**src/rtl/seven_seg_pkg.sv**
```systemverilog
// Shared constants and types for the multiplexed seven-segment scanner.
// Glyphs are active-low cathode patterns ordered {g,f,e,d,c,b,a}.
package seven_seg_pkg;

  localparam int NUM_DIGITS = 4;
  localparam int IDX_W      = 2;

  typedef logic [IDX_W-1:0] idx_t;
  typedef logic [3:0]       bcd_t;

  localparam logic [6:0] SEG_0     = 7'b1000000;
  localparam logic [6:0] SEG_1     = 7'b1111001;
  localparam logic [6:0] SEG_2     = 7'b0100100;
  localparam logic [6:0] SEG_3     = 7'b0110000;
  localparam logic [6:0] SEG_4     = 7'b0011001;
  localparam logic [6:0] SEG_5     = 7'b0010010;
  localparam logic [6:0] SEG_6     = 7'b0000010;
  localparam logic [6:0] SEG_7     = 7'b1111000;
  localparam logic [6:0] SEG_8     = 7'b0000000;
  localparam logic [6:0] SEG_9     = 7'b0010000;
  localparam logic [6:0] SEG_DASH  = 7'b0111111;
  localparam logic [6:0] SEG_BLANK = 7'b1111111;

endpackage

```
**src/rtl/seven_seg_scan_if.sv**
```systemverilog
// Digit inputs from the BCD converter and active-low display outputs.
// The scanner is the slave; whoever feeds digits and watches the display is the master.
interface seven_seg_scan_if;
  import seven_seg_pkg::*;

  bcd_t       D4;
  bcd_t       hundreds;
  bcd_t       tens;
  bcd_t       ones;
  logic       blank_lz;
  logic [3:0] dp_en;
  logic [3:0] an;
  logic [6:0] seg;
  logic       dp;
  logic       frame;

  modport master (
    output D4, hundreds, tens, ones, blank_lz, dp_en,
    input  an, seg, dp, frame
  );

  modport slave (
    input  D4, hundreds, tens, ones, blank_lz, dp_en,
    output an, seg, dp, frame
  );

endinterface

```
**src/rtl/seven_seg_scan_bcd_to_seg.sv**
```systemverilog
// Combinational BCD-to-glyph decoder; non-decimal codes render as a dash.
module bcd_to_seg
  import seven_seg_pkg::*;
(
  input  bcd_t       value,
  input  logic       blank,
  output logic [6:0] seg
);

  always_comb begin
    seg = SEG_DASH;
    if (blank) begin
      seg = SEG_BLANK;
    end else begin
      case (value)
        4'd0:    seg = SEG_0;
        4'd1:    seg = SEG_1;
        4'd2:    seg = SEG_2;
        4'd3:    seg = SEG_3;
        4'd4:    seg = SEG_4;
        4'd5:    seg = SEG_5;
        4'd6:    seg = SEG_6;
        4'd7:    seg = SEG_7;
        4'd8:    seg = SEG_8;
        4'd9:    seg = SEG_9;
        default: seg = SEG_DASH;
      endcase
    end
  end

endmodule

```
**src/rtl/seven_seg_scan.sv**
```systemverilog
// Round-robin 4-digit scanner with per-frame input snapshot, leading-zero
// blanking and an all-anodes-off guard at the start of every digit slot.
module seven_seg_scan
  import seven_seg_pkg::*;
#(
  parameter int REFRESH_DIV = 100000,
  parameter int GUARD       = 16
) (
  input  logic              clk,
  input  logic              rst,
  seven_seg_scan_if.slave   bus
);

  localparam int CNT_W = $clog2(REFRESH_DIV);
  localparam logic [CNT_W-1:0] CNT_LAST  = CNT_W'(REFRESH_DIV - 1);
  localparam logic [CNT_W-1:0] CNT_GUARD = CNT_W'(GUARD);
  localparam idx_t             IDX_LAST  = idx_t'(NUM_DIGITS - 1);

  logic [CNT_W-1:0] cnt;
  idx_t             idx;
  logic             slot_end;
  logic             load;

  logic [NUM_DIGITS-1:0][3:0] shadow_digit;
  logic                       shadow_blz;
  logic [NUM_DIGITS-1:0]      shadow_dp;
  logic [NUM_DIGITS-1:0]      blank;

  bcd_t       cur_digit;
  logic       cur_blank;
  logic [6:0] seg_next;

  logic [3:0] an_q;
  logic [6:0] seg_q;
  logic       dp_q;
  logic       frame_q;

  assign slot_end = (cnt == CNT_LAST);
  assign load     = slot_end && (idx == IDX_LAST);

  always_ff @(posedge clk) begin
    if (rst) begin
      cnt <= '0;
      idx <= '0;
    end else if (slot_end) begin
      cnt <= '0;
      idx <= idx + idx_t'(1);
    end else begin
      cnt <= cnt + CNT_W'(1);
    end
  end

  // Inputs are captured only at the end of the last slot so a frame never tears.
  always_ff @(posedge clk) begin
    if (rst) begin
      shadow_digit <= '0;
      shadow_blz   <= 1'b0;
      shadow_dp    <= '0;
    end else if (load) begin
      shadow_digit <= {bus.D4, bus.hundreds, bus.tens, bus.ones};
      shadow_blz   <= bus.blank_lz;
      shadow_dp    <= bus.dp_en;
    end
  end

  // A digit is a leading zero only if every digit to its left is also blanked.
  always_comb begin
    blank    = '0;
    blank[3] = shadow_blz && (shadow_digit[3] == 4'd0);
    blank[2] = blank[3] && (shadow_digit[2] == 4'd0);
    blank[1] = blank[2] && (shadow_digit[1] == 4'd0);
  end

  assign cur_digit = shadow_digit[idx];
  assign cur_blank = blank[idx];

  bcd_to_seg u_dec (
    .value (cur_digit),
    .blank (cur_blank),
    .seg   (seg_next)
  );

  always_ff @(posedge clk) begin
    if (rst) begin
      an_q    <= 4'b1111;
      seg_q   <= SEG_BLANK;
      dp_q    <= 1'b1;
      frame_q <= 1'b0;
    end else begin
      an_q    <= (cnt < CNT_GUARD) ? 4'b1111 : ~(4'b0001 << idx);
      seg_q   <= seg_next;
      dp_q    <= ~shadow_dp[idx];
      frame_q <= load;
    end
  end

  assign bus.an    = an_q;
  assign bus.seg   = seg_q;
  assign bus.dp    = dp_q;
  assign bus.frame = frame_q;

endmodule
```
**src/flat_wrapper.sv**
```systemverilog
// flat-port wrapper written by rule: the top's interface ports become plain ports
module seven_seg_scan_flat import seven_seg_pkg::*;
#(
  parameter int REFRESH_DIV = 100000,
  parameter int GUARD       = 16
)
  (clk, rst, bus_D4, bus_hundreds, bus_tens, bus_ones, bus_blank_lz, bus_dp_en, bus_an, bus_seg, bus_dp, bus_frame);
  seven_seg_scan_if bus_i ();
  input  logic clk;
  input  logic rst;
  input wire logic [$bits(bus_i.D4)-1:0] bus_D4;
  input wire logic [$bits(bus_i.hundreds)-1:0] bus_hundreds;
  input wire logic [$bits(bus_i.tens)-1:0] bus_tens;
  input wire logic [$bits(bus_i.ones)-1:0] bus_ones;
  input wire logic [$bits(bus_i.blank_lz)-1:0] bus_blank_lz;
  input wire logic [$bits(bus_i.dp_en)-1:0] bus_dp_en;
  output wire logic [$bits(bus_i.an)-1:0] bus_an;
  output wire logic [$bits(bus_i.seg)-1:0] bus_seg;
  output wire logic [$bits(bus_i.dp)-1:0] bus_dp;
  output wire logic [$bits(bus_i.frame)-1:0] bus_frame;
  assign bus_i.D4 = bus_D4;
  assign bus_i.hundreds = bus_hundreds;
  assign bus_i.tens = bus_tens;
  assign bus_i.ones = bus_ones;
  assign bus_i.blank_lz = bus_blank_lz;
  assign bus_i.dp_en = bus_dp_en;
  assign bus_an = bus_i.an;
  assign bus_seg = bus_i.seg;
  assign bus_dp = bus_i.dp;
  assign bus_frame = bus_i.frame;
  seven_seg_scan #(.REFRESH_DIV(REFRESH_DIV), .GUARD(GUARD)) u_core (.clk(clk), .rst(rst), .bus(bus_i));
endmodule
```
**config.mk**
```make
export PLATFORM = sky130hd
export DESIGN_NAME = seven_seg_scan_flat
export DESIGN_NICKNAME = d
export VERILOG_FILES = /design/src/rtl/seven_seg_pkg.sv /design/src/rtl/seven_seg_scan_if.sv /design/src/rtl/seven_seg_scan_bcd_to_seg.sv /design/src/rtl/seven_seg_scan.sv /design/src/flat_wrapper.sv
export SDC_FILE = /design/constraint.sdc
export NUM_CORES = 1
export LEC_CHECK = 0
export ABC_CLOCK_PERIOD_IN_PS = 3300
export CORE_ASPECT_RATIO = 0.75
export CORE_MARGIN = 5
export CORE_UTILIZATION = 58
export CTS_CLUSTER_DIAMETER = 200
export CTS_CLUSTER_SIZE = 16
export DETAILED_ROUTE_END_ITERATION = 10
export GPL_ROUTABILITY_DRIVEN = 0
export PLACE_DENSITY = 0.87
export SYNTH_ARGS = -nofsm -noshare
export SYNTH_HDL_FRONTEND = slang
export SYNTH_SLANG_ARGS = --single-unit
```
**constraint.sdc**
```tcl
create_clock -name clk -period 3.3 [get_ports clk]
set_input_delay 0.495 -clock clk [delete_from_list [all_inputs] [get_ports clk]]
set_output_delay 0.495 -clock clk [all_outputs]
set_load 0.01 [all_outputs]
```
==> flow_summary.yaml, run 1 <==
timing:
  tns_ns: 0
  fmax_mhz: 416
  rsz0062_at_grt: "no"
  fin_crit_ns: 2.40
  worstMarginPinSlew_ns: 0.899
  min_period_over_period: 0.728
  slew_viol_final: 0
  slew_headroom: 0.401
  fin_worst_skew_ns: 0.00936
  hold_violations: 0
  finalSetupViolations: 0
  holdWs_ns: 0.477
clock_tree:
  clkSlewWorstSetupHoldPaths_ns: 0.10
  clk_path_buf_depth: 2
  numCtsBuffers: 5
  cts_root_buffer: "clkbuf_8"
  ctsHoldBuffers: 0
  cts_resized: 0
  cts_tree: "yes"
  clock_latency_ns: 0.30
  htree_levels: 2
  cts_sinks: 53
  post_cts_buffers: 0
floorplan:
  fp.dieH_um: 67.3
  dieArea_mm2: 0.00581
  die-width_um: 86.4
  core_area_mm2: 0.00413
  io_pins: 36
  rows: 20
  initial_utilization: 0.614
setup_path:
  cp_max_fo: 24
  end_kind: "flip-flop"
  start_kind: "flip-flop"
  cp.arrival_ns: 2.58
  worstSetupPathType: "flip-flop to flip-flop"
  cp.required_ns: 3.47
layout:
  antenna_cells: 0
  syn2layout_area_growth_pct: 16.7
  fillers: 299
  drive_gt1_frac: 0.0629
  fin_nets: 334
  design_area_mm2: 0.00296
  final_cells: 357
global_routing:
  track_usage: 0.207
  grt_pass1_vias: 1939
  grt_max_degree: 28
  overflow: 0
  antenna_found_initial: 0
  grt_first_pass_wirelength_um: 9600
status:
  status: "completed"
pwr:
  pwr-share-seq: 0.596
  comb_power_share: 0.053
  p_int_mw: 0.851
  clock_power_share: 0.351
  irDropWorstVdd_mv: 0.236
  swShare: 0.220
  leakage_nw: 0.998
  p_switching_mw: 0.241
  p_total_mw: 1.09
  pwr_density_cell_mw_per_mm2: 369
yosys:
  synth.area.top_cells: "dfxtp_1, nand4_1, o31ai_1"
  synthesis.instances: 279
  synth.cell_area_mm2: 0.00254
  ys_warn_count: 0
  avgSynthCellArea_um2: 9.09
  synth_fp_nets: 312
  synth_edf_count: 0
  synth_top_area_share: 0.418
  synth.distinct_cells: 38
  synth.largest_area_cell: "dfxtp_1"
  synth_seq_cells: 53
  synth_common_cells: "dfxtp_1, nand4_1, a21oi_1"
  ys_seq_area_frac: 0.418
  async_flop_share: 0
  synth_ff_type: "dfxtp_1"
  synthMostInstantiatedCell: "dfxtp_1"
place:
  port_buffers: 35
  dpl.hpwl_um: 3860
  place_inst: 349
  placed_area_mm2: 0.00286
worst_hold_path:
  hold_path.class: "flip-flop to flip-flop"
drt:
  ant_nets: 0
  viasPerCell: 6.25
  dr.pass1.iters: 5
  routed_wl_um: 5820
  dr_total_vias: 2232
  drtIter0Drc: 238
  drcViolationCount: 0
  wire_per_inst_um: 16.3
job:
  cap_violations: 0
state kept, by name, indices dropped and copies added (netlist names):
name                 flops
u_core.cnt              17
u_core.shadow_digit     16
u_core.bus.seg           7
u_core.bus.an            4
u_core.shadow_dp         4
u_core.idx               2
u_core.bus.dp            1
u_core.bus.frame         1
u_core.shadow_blz        1
through the flow:
stage | setup slack [ns] | util
after floorplan | 1.31 | -
after global placement | 1.04 | 0.694
after detailed placement | 0.922 | 0.694
after CTS | 0.905 | 0.717
after global routing | 0.682 | 0.717
final | 0.897 | 0.717
kinds of logic after synthesis:
logic type	share of synthesized area
flip-flops	0.418
buffers and inverters	0.0612
adder cells (fa/ha/maj)	0.0493
AND/OR/NAND/NOR	0.212
AO/OA/AOI/OAI	0.158
XOR/XNOR	0.0414
multiplexers	0.0592
worst paths after layout:
| check | start | endpoint | slack [ns] | cells after the start |
|---|---|---|---|---|
| min | u_core.shadow_digit[2] | u_core.shadow_digit[2] | 0.48 | 2 |
| min reg2reg | u_core.shadow_digit[2] | u_core.shadow_digit[2] | 0.48 | 2 |
| max | u_core.cnt[1] | u_core.cnt[10] | 0.90 | 5 |
| max reg2reg | u_core.cnt[1] | u_core.cnt[10] | 0.90 | 5 |
placed cells by master (no fill, tap or decap), types with 2 or more instances in the layout:
| cell type | n |
|---|---|
| nand2b_1 | 2 |
| nor3_1 | 2 |
| xor2_1 | 8 |
| and3_1 | 2 |
| nand2_1 | 12 |
| or4_1 | 3 |
| nand3_1 | 12 |
| dfxtp_1 | 53 |
| o22ai_1 | 2 |
| o31ai_1 | 22 |
| mux4_2 | 2 |
| inv_1 | 10 |
| or3_1 | 4 |
| o211ai_1 | 2 |
| xnor2_1 | 4 |
| a21oi_1 | 28 |
| buf_4 | 3 |
| clkdlybuf4s50_1 | 35 |
| o21ai_0 | 6 |
| nor2_1 | 20 |
| mux4_1 | 3 |
| clkbuf_8 | 6 |
| nand4_1 | 31 |
| ha_1 | 10 |
| nor4_1 | 6 |
routing by layer:
layer	wire (µm)	vias up	GRT usage
met4	14	0	0.0447
met3	562	2	0.0439
li1	-	1080	-
met2	2590	128	0.324
met5	0	-	0
met1	2660	1022	0.296
power groups by stage:
stage,clock [mW],combinational [mW],sequential [mW]
final,0.384,0.0574,0.651
after global routing,0.415,0.0617,0.653
after detailed placement,0,0.0570,0.666
after CTS,0.382,0.0576,0.651
after floorplan,0,0.0172,0.667
after global placement,0,0.0568,0.665
critical path, cell delays in order (launching register included):
cell     delay, ns
dfxtp_1       0.40
ha_1          0.37
nand4_1       0.18
or3_1         0.70
o21ai_4       0.52
nor2_1        0.11
layout make-up:
class                   count  area (µm²)  share of cell area
clock buffers               6        82.6              0.0279
inverters                  11        41.3              0.0139
repair buffers             38         373               0.126
well taps                  55        68.8              0.0232
clock inverters             2        13.8             0.00465
flip-flops and latches     53        1060               0.358
multi-input cells         192        1320               0.446
Power figures use the tool's default switching activity.
==> run 2, diff against run 1 <==
--- a/config.mk
+++ b/config.mk
@@ -5,15 +5,15 @@
 export SDC_FILE = /design/constraint.sdc
 export NUM_CORES = 1
 export LEC_CHECK = 0
-export ABC_CLOCK_PERIOD_IN_PS = 3300
+export ABC_CLOCK_PERIOD_IN_PS = 2000
 export CORE_ASPECT_RATIO = 0.75
 export CORE_MARGIN = 5
-export CORE_UTILIZATION = 58
+export CORE_UTILIZATION = 49
 export CTS_CLUSTER_DIAMETER = 200
 export CTS_CLUSTER_SIZE = 16
 export DETAILED_ROUTE_END_ITERATION = 10
 export GPL_ROUTABILITY_DRIVEN = 0
-export PLACE_DENSITY = 0.87
+export PLACE_DENSITY = 0.79
 export SYNTH_ARGS = -nofsm -noshare
 export SYNTH_HDL_FRONTEND = slang
 export SYNTH_SLANG_ARGS = --single-unit
==> constraint.sdc (replaced) <==
create_clock -name clk -period 2 [get_ports clk]
set_input_delay 0.3 -clock clk [delete_from_list [all_inputs] [get_ports clk]]
set_output_delay 0.3 -clock clk [all_outputs]
set_load 0.01 [all_outputs]
==> run 2 against run 1 <==
Effect of this change:
- maximum frequency is 28% higher
- clock power is 57% higher
- core utilization is 8.9 points lower
- sequential share of layout area is 1.7 points lower
- via count stayed put
- final cell count is 5.9% higher
- register-to-register slack worse by 0.77 ns
- die area is 16% higher
- critical path type unchanged
- critical endpoint is now u_core.bus.seg[4]
- largest cell class unchanged
- largest power group unchanged
- highest routed layer unchanged
==> flow_summary.yaml, run 2 (synthesis results as in run 1) <==
clock_tree:
  clock_latency_ns: 0.31
  cts_root_buffer: "clkbuf_8"
  clkSlewWorstSetupHoldPaths_ns: 0.10
  numCtsBuffers: 5
  ctsHoldBuffers: 0
  htree_levels: 2
  cts_tree: "yes"
  cts_sinks: 53
  clk_path_buf_depth: 2
global_routing:
  grt_max_degree: 27
  antenna_found_initial: 0
  overflow: 0
  grt_first_pass_wirelength_um: 9860
  grt_pass1_vias: 1955
  track_usage: 0.183
floorplan:
  rows: 22
  initial_utilization: 0.512
  fp.dieH_um: 72.3
  dieArea_mm2: 0.00673
  core_area_mm2: 0.00495
  io_pins: 36
  die-width_um: 93.1
drt:
  wire_per_inst_um: 16.2
  dr.pass1.iters: 6
  drtIter0Drc: 238
  ant_nets: 0
  viasPerCell: 5.90
  routed_wl_um: 6120
  dr_total_vias: 2232
  drcViolationCount: 0
place:
  port_buffers: 35
  place_inst: 366
  dpl.hpwl_um: 4150
setup_path:
  reg2reg_from: "u_core.idx[1]"
  crit_chain: "mux4_1 -> inv_2 -> ha_1 -> inv_1 -> mux2_4 -> o22ai_1 -> nand3_1"
  start_kind: "flip-flop"
  cp_max_fo: 4
  cp.required_ns: 2.17
  rrSetupSlack_ns: 0.12
  cp.arrival_ns: 2.05
  worstSetupPathType: "flip-flop to flip-flop"
  end_kind: "flip-flop"
  cpPeakStageDelay_ns: 0.59
  crit_path_top_delay_cell: "mux4_1"
  setup.worst_path.start: "u_core.idx[1]"
layout:
  drive_gt1_frac: 0.123
  fillers: 414
  largest_reg_flops: 17
  fin_nets: 350
  syn2layout_area_growth_pct: 22.7
  layout_common_cells: "dfxtp_1, clkdlybuf4s50_1, nand4_1"
  multi_input_area_mm2: 0.00133
  final_cells: 378
  layout.area.seq_mm2: 0.00106
  antenna_cells: 0
  regMostFlops: "u_core.cnt"
  layout_commonest_cell: "dfxtp_1"
timing:
  fmax_mhz: 533
  tns_ns: 0
  finalSetupViolations: 0
  slew_viol_final: 0
  fin_crit_ns: 1.88
  worstMarginPinSlew_ns: 0.661
  rsz0062_at_grt: "yes"
  fin_worst_skew_ns: 0.00897
  min_period_over_period: 0.939
  slew_headroom: 0.559
  hold_violations: 0
worst_hold_path:
  hold_path.class: "flip-flop to flip-flop"
  hold_start: "u_core.shadow_dp[2]"
pwr:
  pwr_density_cell_mw_per_mm2: 572
  irDropWorstVdd_mv: 0.278
  leakage_nw: 1.08
status:
  status: "completed"
job:
  cap_violations: 0
run 2: final cells by class:
type	count	area share
Sequential cell	53	0.341
Clock buffer	5	0.0221
Multi-Input combinational cell	192	0.426
Tap cell	60	0.0241
Timing Repair Buffer	54	0.166
Clock inverter	3	0.00723
Inverter	11	0.0133
run 2: worst paths after layout:
check | to | cells after the start
setup / recovery | u_core.bus.seg[4] | 7
hold reg to reg | u_core.shadow_dp[2] | 2
setup reg to reg | u_core.bus.seg[4] | 7
hold / removal | u_core.shadow_dp[2] | 2
run 2: what timing repair did:
| item | CTS | global route |
|---|---|---|
| gates resized for setup | 0 | 4 |
| buffers inserted | 0 | 4 |
| setup endpoints to repair | 0 | 20 |
run 2: metrics by stage:
stage | setup WS, ns | util | total power [mW] | hold WS [ns] | instance area, µm²
final | 0.123 | 0.628 | 1.78 | 0.486 | 3110
after global routing | -0.00766 | 0.628 | 1.85 | 0.509 | 3110
after CTS | 0.0731 | 0.618 | 1.79 | 0.485 | 3060
after detailed placement | 0.0924 | 0.600 | 1.20 | 0.470 | 2970
after global placement | 0.141 | 0.600 | 1.20 | 0.453 | 2970
after floorplan | 0.00720 | - | 1.13 | 0.439 | 2540
run 2: routing by layer:
layer,routed length [µm],part of all wire,global-route usage,vias to the layer above
met5,0,0,0,-
met4,66,0.011,0.0439,0
met3,596,0.097,0.0425,9
met2,2670,0.44,0.254,93
met1,2790,0.46,0.285,1020
li1,-,-,-,1110
run 2: critical path: cells and delay by family, from the launching register on:
| family | cells | cell delay (ns) |
|---|---|---|
| muxes | 2 | 0.83 |
| DFF | 1 | 0.37 |
| buffers and inverters | 2 | 0.15 |
| and+or+nand+nor | 1 | 0.09 |
| AOI/OAI and AO/OA | 1 | 0.13 |
| adders and majority gates | 1 | 0.17 |
run 2: power by group:
| part | switching (mW) | internal (mW) |
|---|---|---|
| registers | 0.00670 | 1.07 |
| clock network | 0.358 | 0.246 |
| logic | 0.0411 | 0.0639 |
